$ cat config.mk
export PLATFORM = sky130hd
export DESIGN_NAME = wb_regfile_flat
export DESIGN_NICKNAME = d
export VERILOG_FILES = /design/src/rtl/wb_regfile_if.sv /design/src/rtl/wb_regfile.sv /design/src/flat_wrapper.sv
export SDC_FILE = /design/constraint.sdc
export NUM_CORES = 1
export LEC_CHECK = 0
export CORE_ASPECT_RATIO = 1.2
export CORE_MARGIN = 1
export CORE_UTILIZATION = 38
export CTS_CLUSTER_SIZE = 28
export DETAILED_ROUTE_END_ITERATION = 12
export GPL_ROUTABILITY_DRIVEN = 1
export SLEW_MARGIN = 15
export SYNTH_ARGS = -nofsm -noshare
export SYNTH_HDL_FRONTEND = slang
export SYNTH_SLANG_ARGS = --single-unit
$ cat constraint.sdc
create_clock -name CLK -period 7.6 [get_ports CLK]
set_input_delay 2.28 -clock CLK [delete_from_list [all_inputs] [get_ports CLK]]
set_output_delay 2.28 -clock CLK [all_outputs]
set_load 0.02 [all_outputs]
$ cat src/rtl/wb_regfile_if.sv
// Writeback/register-file bus: MEM/WB inputs, decode read ports, PC-load and retire outputs.
// master = pipeline side (drives MEM/WB and read indices), slave = wb_regfile.
interface wb_regfile_if #(
    parameter int unsigned BITS     = 32,
    parameter int unsigned CNT_BITS = 32
);
    logic [BITS-1:0]     ALUOutW;
    logic [BITS-1:0]     ReadDataW;
    logic                MemtoRegW;
    logic                RegWriteW;
    logic                PCSrcW;
    logic [3:0]          WA3W;
    logic [3:0]          RA1D;
    logic [3:0]          RA2D;
    logic [BITS-1:0]     PCPlus8D;
    logic [BITS-1:0]     RD1D;
    logic [BITS-1:0]     RD2D;
    logic [BITS-1:0]     ResultW;
    logic                PCLoadW;
    logic [CNT_BITS-1:0] RetireCnt;

    modport master (
        output ALUOutW, ReadDataW, MemtoRegW, RegWriteW, PCSrcW,
        output WA3W, RA1D, RA2D, PCPlus8D,
        input  RD1D, RD2D, ResultW, PCLoadW, RetireCnt
    );

    modport slave (
        input  ALUOutW, ReadDataW, MemtoRegW, RegWriteW, PCSrcW,
        input  WA3W, RA1D, RA2D, PCPlus8D,
        output RD1D, RD2D, ResultW, PCLoadW, RetireCnt
    );
endinterface

$ cat src/rtl/wb_regfile.sv
// Writeback stage + register file R0..R14 (R15 = PC, never stored) with retire counter.
// Ports: CLK, RESET (sync, active-low), bus (wb_regfile_if.slave). Macro: WB_BYPASS_EN.
module wb_regfile #(
    parameter int unsigned BITS     = 32,
    parameter int unsigned NREGS    = 15,
    parameter int unsigned CNT_BITS = 32
) (
    input  logic         CLK,
    input  logic         RESET,
    wb_regfile_if.slave  bus
);
    logic [BITS-1:0]     rf [NREGS];
    logic [CNT_BITS-1:0] cnt;
    logic [BITS-1:0]     result;
    logic                wr_en;
    logic                retire;
    logic                byp1;
    logic                byp2;
    logic [BITS-1:0]     rd1;
    logic [BITS-1:0]     rd2;

    assign result = bus.MemtoRegW ? bus.ReadDataW : bus.ALUOutW;

    // R15 is the PC: such writes only raise PCLoadW.
    assign wr_en  = RESET && bus.RegWriteW && (bus.WA3W != 4'hF);
    assign retire = RESET && (bus.RegWriteW || bus.PCSrcW);

`ifdef WB_BYPASS_EN
    // Write-through so decode sees this cycle's writeback without a stall.
    assign byp1 = RESET && bus.RegWriteW &&
                  (bus.WA3W == bus.RA1D) && (bus.RA1D != 4'hF);
    assign byp2 = RESET && bus.RegWriteW &&
                  (bus.WA3W == bus.RA2D) && (bus.RA2D != 4'hF);
`else
    assign byp1 = 1'b0;
    assign byp2 = 1'b0;
`endif

    always_ff @(posedge CLK) begin
        for (int i = 0; i < int'(NREGS); i++) begin
            if (!RESET) begin
                rf[i] <= '0;
            end else if (wr_en && (bus.WA3W == 4'(i))) begin
                rf[i] <= result;
            end
        end
    end

    // Saturating: the all-ones value is sticky until reset.
    always_ff @(posedge CLK) begin
        if (!RESET) begin
            cnt <= '0;
        end else if (retire && (cnt != '1)) begin
            cnt <= cnt + 1'b1;
        end
    end

    always_comb begin
        rd1 = '0;
        rd2 = '0;
        for (int i = 0; i < int'(NREGS); i++) begin
            if (bus.RA1D == 4'(i)) rd1 = rf[i];
            if (bus.RA2D == 4'(i)) rd2 = rf[i];
        end
        unique case (1'b1)
            (bus.RA1D == 4'hF): rd1 = bus.PCPlus8D;
            byp1:               rd1 = result;
            default:            ;
        endcase
        unique case (1'b1)
            (bus.RA2D == 4'hF): rd2 = bus.PCPlus8D;
            byp2:               rd2 = result;
            default:            ;
        endcase
    end

    assign bus.RD1D      = rd1;
    assign bus.RD2D      = rd2;
    assign bus.ResultW   = result;
    assign bus.PCLoadW   = RESET & bus.PCSrcW;
    assign bus.RetireCnt = cnt;
endmodule

$ cat src/flat_wrapper.sv
// flat-port wrapper written by rule: the top's interface ports become plain ports
module wb_regfile_flat 
#(
    parameter int unsigned BITS     = 32,
    parameter int unsigned NREGS    = 15,
    parameter int unsigned CNT_BITS = 32
)
  (CLK, RESET, bus_ALUOutW, bus_ReadDataW, bus_MemtoRegW, bus_RegWriteW, bus_PCSrcW, bus_WA3W, bus_RA1D, bus_RA2D, bus_PCPlus8D, bus_RD1D, bus_RD2D, bus_ResultW, bus_PCLoadW, bus_RetireCnt);
  wb_regfile_if #(.BITS(BITS), .CNT_BITS(CNT_BITS)) bus_i ();
  input  logic CLK;
  input  logic RESET;
  input wire logic [$bits(bus_i.ALUOutW)-1:0] bus_ALUOutW;
  input wire logic [$bits(bus_i.ReadDataW)-1:0] bus_ReadDataW;
  input wire logic [$bits(bus_i.MemtoRegW)-1:0] bus_MemtoRegW;
  input wire logic [$bits(bus_i.RegWriteW)-1:0] bus_RegWriteW;
  input wire logic [$bits(bus_i.PCSrcW)-1:0] bus_PCSrcW;
  input wire logic [$bits(bus_i.WA3W)-1:0] bus_WA3W;
  input wire logic [$bits(bus_i.RA1D)-1:0] bus_RA1D;
  input wire logic [$bits(bus_i.RA2D)-1:0] bus_RA2D;
  input wire logic [$bits(bus_i.PCPlus8D)-1:0] bus_PCPlus8D;
  output wire logic [$bits(bus_i.RD1D)-1:0] bus_RD1D;
  output wire logic [$bits(bus_i.RD2D)-1:0] bus_RD2D;
  output wire logic [$bits(bus_i.ResultW)-1:0] bus_ResultW;
  output wire logic [$bits(bus_i.PCLoadW)-1:0] bus_PCLoadW;
  output wire logic [$bits(bus_i.RetireCnt)-1:0] bus_RetireCnt;
  assign bus_i.ALUOutW = bus_ALUOutW;
  assign bus_i.ReadDataW = bus_ReadDataW;
  assign bus_i.MemtoRegW = bus_MemtoRegW;
  assign bus_i.RegWriteW = bus_RegWriteW;
  assign bus_i.PCSrcW = bus_PCSrcW;
  assign bus_i.WA3W = bus_WA3W;
  assign bus_i.RA1D = bus_RA1D;
  assign bus_i.RA2D = bus_RA2D;
  assign bus_i.PCPlus8D = bus_PCPlus8D;
  assign bus_RD1D = bus_i.RD1D;
  assign bus_RD2D = bus_i.RD2D;
  assign bus_ResultW = bus_i.ResultW;
  assign bus_PCLoadW = bus_i.PCLoadW;
  assign bus_RetireCnt = bus_i.RetireCnt;
  wb_regfile #(.BITS(BITS), .NREGS(NREGS), .CNT_BITS(CNT_BITS)) u_core (.CLK(CLK), .RESET(RESET), .bus(bus_i));
endmodule
* Word level (Yosys, flattened, before mapping)
Memory sizes are Yosys's and may differ from the RTL's. Cells that the tools add are included.
Word-level totals: word-level logic and storage cells 182, input bits 113, memories kept 1, output and inout bits 129, bits in writable memories 480, flip-flop bits (word level) 32
Cells by class: reductions and logical operators 23, add/subtract/negate cells 1, equality and inequality tests 46, mux-type cells 94, bitwise logic cells 16
Memory list:
- u_core.rf | words 15, bits a word 32, rd ports 15, clocked after Yosys merged registers in 0, write ports 15, line wb_regfile.sv:12 | logic [BITS-1:0] rf [NREGS];
Operators by type and width (count):
- 32-bit two-way mux | 48
- 4-bit equality test, second input constant | 23
- 4-bit by 3-bit equality test with 1-bit output, second input constant | 12
- 1-bit two-way mux | 46
- 32-bit by 1-bit adder with 32-bit output, second input constant | 1
- 32-bit inequality test, second input constant | 1
- 4-bit by 2-bit equality test with 1-bit output, second input constant | 6
- 1-bit logical AND | 19
- 1-bit OR | 15
- 4-bit by 1-bit equality test with 1-bit output, second input constant | 3
- 4-bit logical NOT | 3
- 4-bit inequality test, second input constant | 1
- 1-bit bitwise AND | 1
- 1-bit logical OR | 1

* Longest topological paths before layout
Gate-level depths: netlist of the first run.
depth in word-level cells 17, depth in mapped cells 9

* Worst setup path after synthesis of the first run
OpenSTA, ideal clock, no wires.
path kind input-to-output, start in bus_RA2D[1], end out bus_RD2D[11], slack 1.011 ns, required time 5.320 ns, stages 7, arrival time 4.309 ns, cells stage by stage clkbuf_1 -> clkbuf_1 -> clkbuf_1 -> nor2_1 -> nand2_1 -> o22ai_1 -> nor4_1
On the way: longest elaborated chain between the ends 17, elaborated cells between the ends (all ways) 32, those cells by class eq/ne: 15; mux: 16; reduce/logical: 1
RTL lines:
- from (decl) | line flat_wrapper.sv:19 | input wire logic [$bits(bus_i.RA2D)-1:0] bus_RA2D;
- 4-bit logical NOT | line wb_regfile.sv:63 | if (bus.RA2D == 4'(i)) rd2 = rf[i];
- 32-bit two-way mux (15 in series) | line wb_regfile.sv:63
- 32-bit two-way mux * | line wb_regfile.sv:70 | unique case (1'b1)
- to (decl) | line flat_wrapper.sv:22 | output wire logic [$bits(bus_i.RD2D)-1:0] bus_RD2D;
Every way passes the cells marked *; elsewhere a longest branch is shown, timed or not.

* Worst setup path in the final report of the first run
start in bus_RA1D[0], end out bus_RD1D[27]
On the way: longest elaborated chain between the ends 17, elaborated cells between the ends (all ways) 32, those cells by class eq/ne: 15; mux: 16; reduce/logical: 1
RTL lines:
- from (decl) | line flat_wrapper.sv:18 | input wire logic [$bits(bus_i.RA1D)-1:0] bus_RA1D;
- 4-bit logical NOT | line wb_regfile.sv:62 | if (bus.RA1D == 4'(i)) rd1 = rf[i];
- 32-bit two-way mux (15 in series) | line wb_regfile.sv:62
- 32-bit two-way mux * | line wb_regfile.sv:65 | unique case (1'b1)
- to (decl) | line flat_wrapper.sv:21 | output wire logic [$bits(bus_i.RD1D)-1:0] bus_RD1D;
Marked as above.

==> out/results.ini, run 1 <==
[outcome]
outcome = completed

[drt]
wl_per_cell_um = 30.55
remaining_drc_errors = 0
drt.antenna.violating_nets = 0
routed_wirelength_mm = 118.2
via_per_inst = 6.479
first_pass_iters = 6
drt_iter0_markers = 3721
vias = 25070

[synth]
synth-async-reset-ratio = 0
ys_types = 69
synth_compound_area_frac = 0.1460
synthAdderAreaFrac = 0.0004444
synth_nets = 2756
seq_area_frac_synth = 0.5347
synth_area_leaders = edfxtp_1 (51%), nor2_1 (8.3%), mux4_2 (6.6%)
synth_xor_xnor_area_share = 0.0003111
yosysTopAreaCell = edfxtp_1
ys.flop_type = edfxtp_1
synth_edf_count = 480
yosys.area_share.simple = 0.1389
synth_top_family_by_area = compound AO/OA/AOI/OAI gates
ys_warn_count = 0
netlist.area_leader.share = 0.5119
synth_mux_area_frac = 0.1389
syn_avg_cell_area_um2 = 10.66
ys_ff_latch = 512
syn_inst = 2642
synthesis.area_mm2 = 0.02816

[pwr]
powerDensity_mw_per_mm2 = 212.8
peakVddDrop_v = 0.0001343
p_leak_uw = 0.01230

[layout]
drive_gt1_frac = 0.1553
area_growth_pct = 21.32
nets = 3000
final_area_mm2 = 0.03416
num-fill-cells = 6590

[sta]
min_period_ps = 7535
fmax_mhz = 132.7
fin_skew_ps = 16.65
tightest_slew_ps = 1224
rsz0062_at_grt = no
maxSlewViolCount = 0
finalCritPeriodShare = 0.9915
tns_ps = 0
hold_viol = 0
max_slew_margin = 0.1809
setup_violations = 0

[die]
initial_core_util = 0.3866
die_h_um = 300.2
io_pins = 242
core-area_mm2 = 0.07283
rows = 108
die-width_um = 250.5
dieArea_mm2 = 0.07519

[global_routing]
grt_start_max_net_pins = 72
gr-total-overflow = 0
grt_use_total = 0.3087
antenna_found_initial = 3
grt_pass1_vias = 24890
grt_pass1_wl_mm = 169.1

[critical_path]
crit_path_end_kind = output port
crit_chain = buf_8 -> buf_12 -> nor2b_1 -> nand3_1 -> a32oi_1 -> o21ai_0 -> a21oi_1 -> clkdlybuf4s50_1
critPathSlowestCell = nor2b_1
worst-setup-path-type = primary input to output port
cp_num_buf_inv = 3
cp-start-kind = primary input
critical-path-top-delay-family = buffers and inverters
path_max_fanout = 50
slowest_delay_ps = 870
cp_data_arrival_time_ps = 5260
required_ps = 5320

[place]
gp_congestion = 0.9506
placed_area_mm2 = 0.03239
place_hpwl_mm = 74.49
port_buffers = 241

[clock_tree]
cts_tree = done
clock_sinks = 512
cts_root_buf = clkbuf_16
cts_made_buffers = 53
clk_latency_ps = 610
post_cts_buffers = 0
cts.htree.levels = 2
clkTransAtPathRegs_ps = 60
clk_path_buf_depth = 3
post_cts_resized = 0
cts_hold_buf = 0

[job]
max_cap_violations = 0

[min_path]
hp-class = flip-flop to flip-flop

-- final cells by class --
class	count	area, um2	share of cell area
flip-flops and latches	512	15050	0.4407
multi-input cells	1836	12060	0.3531
repair buffers	425	3910	0.1145
clock buffers	67	1461	0.04278
well taps	935	1170	0.03425
clock inverters	32	274.0	0.008022
inverters	58	217.7	0.006373
diodes	4	10.01	0.0002930
-- metal layers --
layer | track usage | part of all wire
met5 | 0 | 0
met4 | 0.1763 | 0.062
met3 | 0.06328 | 0.12
met2 | 0.4872 | 0.45
met1 | 0.3951 | 0.37
-- cell usage in the layout (no fill, tap or decap), drive strengths merged, types with 10 or more instances in the layout --
| cell type | count |
|---|---|
| inv | 56 |
| dfxtp | 32 |
| mux2 | 58 |
| buf | 199 |
| clkinv | 29 |
| clkbuf | 67 |
| o2bb2ai | 16 |
| clkdlybuf4s50 | 226 |
| nand2b | 30 |
| nor3 | 15 |
| nand3 | 31 |
| nand4 | 10 |
| or4 | 16 |
| or3 | 16 |
| nor2b | 23 |
| o21ai | 178 |
| a221oi | 14 |
| nor2 | 621 |
| o221ai | 21 |
| mux2i | 141 |
| a21oi | 136 |
| a31oi | 21 |
| a22oi | 27 |
| o22ai | 63 |
| edfxtp | 480 |
| a2111oi | 11 |
| nand2 | 120 |
| mux4 | 82 |
| a22o | 11 |
| a221o | 24 |
| o31ai | 24 |
| o211ai | 20 |
-- worst register-to-register path, stage by stage, from the launching register on --
cell and delay [ps]:
dfxtp_1 470, ha_1 300, nand3_2 130, or4_4 570
or3_1 430, or4_1 540, a21oi_1 150
-- logic make-up after synthesis --
| kind of cell | Yosys count |
|---|---|
| AND/OR/NAND/NOR | 918 |
| AO/OA/AOI/OAI | 635 |
| flip-flops | 512 |
| buffers and inverters | 294 |
| multiplexers | 281 |
| XOR/XNOR | 1 |
| adder cells (fa/ha/maj) | 1 |
-- registers in the layout, indices dropped and copies added, names as in the netlist --
name                  count
u_core.bus.RetireCnt     32
u_core.rf               480
-- cell usage after synthesis (all sizes together) (16+ instances only) --
| cell type | count |
|---|---|
| o2bb2ai | 16 |
| a22oi | 27 |
| or3 | 16 |
| mux2i | 141 |
| o211ai | 20 |
| mux4 | 82 |
| buf | 54 |
| a31oi | 21 |
| nand2 | 120 |
| a21oi | 136 |
| or4 | 16 |
| nand3 | 31 |
| dfxtp | 32 |
| o21ai | 178 |
| clkbuf | 182 |
| edfxtp | 480 |
| a221o | 24 |
| nor2b | 23 |
| nand2b | 30 |
| o31ai | 24 |
| o221ai | 21 |
| o22ai | 63 |
| nor2 | 621 |
| inv | 54 |
| mux2 | 58 |
-- path summary, 6_finish.rpt --
kind         cells past startpoint  slack (ps)                        to                startpoint
max                              8          60              bus_RD1D[27]               bus_RA1D[0]
min                              2         510  u_core.bus.RetireCnt[23]  u_core.bus.RetireCnt[23]
max reg2reg                      6        4920  u_core.bus.RetireCnt[26]   u_core.bus.RetireCnt[0]
min reg2reg                      2         510  u_core.bus.RetireCnt[23]  u_core.bus.RetireCnt[23]
-- power by group --
part           internal, uW  switching (uW)  leakage, uW  total, uW
Sequential             3240            99.3      0.00484       3340
Combinational           493             762      0.00661       1260
Clock                  1520            1150     0.000858       2680
-- through the flow --
| step | hold slack [ps] | total power [uW] | util | std cells | setup WS, ps |
|---|---|---|---|---|---|
| final | 510.5 | 7271 | 0.4690 | 3869 | 64.81 |
| after global routing | 555.3 | 7434 | 0.4689 | 3867 | 103.6 |
| after CTS | 513.5 | 7240 | 0.4685 | 3864 | 161.4 |
| after detailed placement | 499.4 | 4619 | 0.4447 | 3765 | 189.8 |
| after global placement | 485.4 | 4603 | 0.4447 | 3765 | 159.3 |
| after floorplan | 564.5 | 4016 | - | 2642 | 1011 |
(Power assumes the default switching activity.)
==> inputs of run 2 (changes only) <==
--- a/config.mk
+++ b/config.mk
@@ -5,6 +5,7 @@
 export SDC_FILE = /design/constraint.sdc
 export NUM_CORES = 1
 export LEC_CHECK = 0
+export ABC_AREA = 1
 export CORE_ASPECT_RATIO = 1.2
 export CORE_MARGIN = 1
 export CORE_UTILIZATION = 38
==> out/results.ini, run 2 <==
[outcome]
outcome = completed  ; unchanged

[synth]
synthesis.area_mm2 = 0.02764  ; was 0.02816 mm2
synth_commonest_cells = nand2_1 (904), nor2_1 (747), edfxtp_1 (480), inv_1 (300), nand3_1 (296)  ; was nor2_1 (621), edfxtp_1 (480), clkbuf_1 (181), o21ai_0 (178), mux2i_1 (141)
synth-async-reset-ratio = 0  ; unchanged
synth_area_leaders = edfxtp_1 (52%), nand2_1 (12%), nor2_1 (10%)  ; was edfxtp_1 (51%), nor2_1 (8.3%), mux4_2 (6.6%)
seq_area_frac_synth = 0.5446  ; was 0.5347
synth_edf_count = 480  ; unchanged
syn_inst = 3468  ; was 2642
ys_ff_latch = 512  ; unchanged
syn_avg_cell_area_um2 = 7.970  ; was 10.66 um2
yosysTopAreaCell = edfxtp_1  ; unchanged
ys_types = 33  ; was 69
synth_nets = 3582  ; was 2756
ys.flop_type = edfxtp_1  ; unchanged
ys_warn_count = 0  ; unchanged
netlist.area_leader.share = 0.5215  ; was 0.5119
synth_most_common_cell = nand2_1  ; was nor2_1

[drt]
first_pass_iters = 5  ; was 6
drt.antenna.violating_nets = 0  ; unchanged
drt_iter0_markers = 2274  ; was 3721
via_per_inst = 5.319  ; was 6.479
routed_wirelength_mm = 98.11  ; was 118.2 mm
wl_per_cell_um = 21.05  ; was 30.55 um
remaining_drc_errors = 0  ; unchanged
vias = 24790  ; was 25070

[clock_tree]
cts_hold_buf = 0  ; unchanged
clkTransAtPathRegs_ps = 60  ; about the same
cts_tree = done  ; unchanged
clk_path_buf_depth = 3  ; unchanged
clock_sinks = 512  ; unchanged
cts_root_buf = clkbuf_16  ; unchanged
cts_made_buffers = 56  ; was 53
clk_latency_ps = 620  ; was 610 ps
cts.htree.levels = 2  ; unchanged

[sta]
rsz0062_at_grt = no  ; unchanged
fmax_mhz = 133.9  ; was 132.7 MHz
fin_skew_ps = 6.582  ; was 16.65 ps
tns_ps = 0  ; unchanged
hold_viol = 0  ; unchanged
max_slew_margin = 0.2719  ; was 0.1809
min_period_ps = 7470  ; was 7535 ps
finalCritPeriodShare = 0.9829  ; was 0.9915
maxSlewViolCount = 0  ; unchanged
tightest_slew_ps = 1092  ; was 1224 ps
setup_violations = 0  ; unchanged

[global_routing]
grt_util_met2 = 0.4756  ; was 0.4872
antenna_found_initial = 1  ; was 3
grt_pass1_wl_mm = 145.7  ; was 169.1 mm
use_met3 = 0.03185  ; was 0.06328
grt_use_total = 0.2647  ; was 0.3087
gr-total-overflow = 0  ; unchanged
grt_start_max_net_pins = 43  ; was 72
grt_pass1_vias = 23890  ; was 24890
use_met1 = 0.3024  ; was 0.3951
busiest_layer = met2  ; unchanged

[critical_path]
critPathSlowestCell = clkdlybuf4s50_1  ; was nor2b_1
cp_num_buf_inv = 2  ; was 3
crit_path_end_kind = output port  ; unchanged
cp_data_arrival_time_ps = 5190  ; was 5260 ps
slowest_delay_ps = 630  ; was 870 ps
critical-path-top-delay-family = simple AND/OR/NAND/NOR gates  ; was buffers and inverters
crit_chain = clkdlybuf4s50_1 -> nor2_4 -> nand2_1 -> nor2_1 -> nor2_1 -> nand4_1 -> nor2_1 -> nand3_1 -> nand2_1 -> nand3_1 -> nand2_1 -> nand4_1 -> clkdlybuf4s50_1  ; was buf_8 -> buf_12 -> nor2b_1 -> nand3_1 -> a32oi_1 -> o21ai_0 -> a21oi_1 -> clkdlybuf4s50_1
path_max_fanout = 12  ; was 50
required_ps = 5320  ; about the same
cp-start-kind = primary input  ; unchanged
worst-setup-path-type = primary input to output port  ; unchanged

[layout]
final_common_cell = nand2_1  ; was nor2_1
insertedDiodeCount = 0  ; was 4
drive_gt1_frac = 0.09076  ; was 0.1553
largest_reg_flops = 480  ; unchanged
nets = 3801  ; was 3000
final_cell_mix = nand2_1 (900), nor2_1 (728), edfxtp_1 (480)  ; was nor2_1 (621), edfxtp_1 (480), clkdlybuf4s50_1 (226)
area_growth_pct = 21.86  ; was 21.32%
num-fill-cells = 6873  ; was 6590
regMostFlops = u_core.rf  ; unchanged

[pwr]
p_leak_uw = 0.01333  ; was 0.01230 uW
peakVddDrop_v = 0.0001550  ; was 0.0001343 V
finalPower_uw = 7193  ; was 7271 uW
powerDensity_mw_per_mm2 = 213.5  ; was 212.8 mW/mm2

[die]
die_h_um = 297.4  ; was 300.2 um
rows = 107  ; was 108
core-area_mm2 = 0.07149  ; was 0.07283 mm2
io_pins = 242  ; unchanged
initial_core_util = 0.3866  ; about the same
die-width_um = 248.2  ; was 250.5 um
dieArea_mm2 = 0.07383  ; was 0.07519 mm2

[place]
place_hpwl_mm = 68.89  ; was 74.49 mm
gp_congestion = 0.9311  ; was 0.9506
port_buffers = 241  ; unchanged

[min_path]
hp-class = flip-flop to flip-flop  ; unchanged

[job]
max_cap_violations = 0  ; unchanged

## run 2: cell count changes in the layout (fill, tap and decap cells not counted), moves of 32 or more
cell / previous run / this run
or2_2: 2 / 34
o22ai_1: 63 / 0
nor2_1: 621 / 728
inv_1: 54 / 300
mux4_2: 82 / 0
mux2_2: 58 / 0
mux2i_1: 139 / 0
buf_4: 180 / 103
o21ai_0: 178 / 45
nand2_1: 102 / 900
nand4_1: 9 / 157
nand3_1: 27 / 296
## run 2: logic make-up (layout without fill, tap and decap cells)
group	after synthesis	in the layout	synth area share
fa+ha+maj	1	1	0.0004526
buf+inv	521	788	0.07419
xor+xnor	18	18	0.005703
flops	512	512	0.5446
simple gates	2226	2226	0.3406
compound gates	190	190	0.03445
## run 2: path summary, 6_finish.rpt
| kind | start | endpoint | slack, ps | cells after the start |
|---|---|---|---|---|
| hold reg to reg | u_core.bus.RetireCnt[31] | u_core.bus.RetireCnt[31] | 490 | 2 |
| setup reg to reg | u_core.bus.RetireCnt[6] | u_core.bus.RetireCnt[7] | 5100 | 11 |
| setup / recovery | bus_RA2D[3] | bus_RD2D[31] | 130 | 13 |
| hold / removal | u_core.bus.RetireCnt[31] | u_core.bus.RetireCnt[31] | 490 | 2 |
## run 2: worst min-delay path, delay by kind of cell, from the launching register on
| family | cells | cell delay, ps |
|---|---|---|
| flip-flops | 1 | 320 |
| AND/OR/NAND/NOR | 1 | 60 |
| AO/OA/AOI/OAI | 1 | 50 |
## run 2: layout make-up
class / count / area (um2) / share of cell area
flip-flops and latches: 512 / 15050 / 0.4469
multi-input cells: 2435 / 10720 / 0.3182
repair buffers: 369 / 3681 / 0.1093
clock buffers: 67 / 1484 / 0.04405
inverters: 313 / 1175 / 0.03488
well taps: 926 / 1159 / 0.03440
clock inverters: 39 / 412.9 / 0.01226
## run 2: routing by layer
metal | vias up | part of all wire
met5 | - | 0
met4 | 0 | 0.058
met3 | 225 | 0.058
met2 | 937 | 0.52
met1 | 11850 | 0.36
li1 | 11780 | -
## run 2: where the power goes
| part | internal (uW) | switching, uW | total, uW |
|---|---|---|---|
| Sequential | 3240 | 74.2 | 3310 |
| Clock | 1670 | 1180 | 2850 |
| Combinational | 349 | 685 | 1030 |
| Total | 5250 | 1940 | 7190 |
## run 2: metrics by stage
step / cells / setup slack [ps] / hold slack, ps / instance area, um2 / util
finish: 4661 / 130.3 / 487.4 / 33680 / 0.4712
global route: 4661 / 13.07 / 509.4 / 33680 / 0.4712
CTS: 4660 / 4.028 / 492.0 / 33660 / 0.4708
detailed placement: 4554 / 7.404 / 480.8 / 31760 / 0.4443
global placement: 4554 / 35.15 / 479.3 / 31760 / 0.4443
floorplan: 3468 / 1783 / 547.2 / 27640 / -
## run 2: timing repair
action                                  4_1_cts  5_1_grt
gates resized for setup                       0        5
endpoints found under the setup margin        0       24
endpoints found under the hold margin         0        0
buffers inserted                              0        1
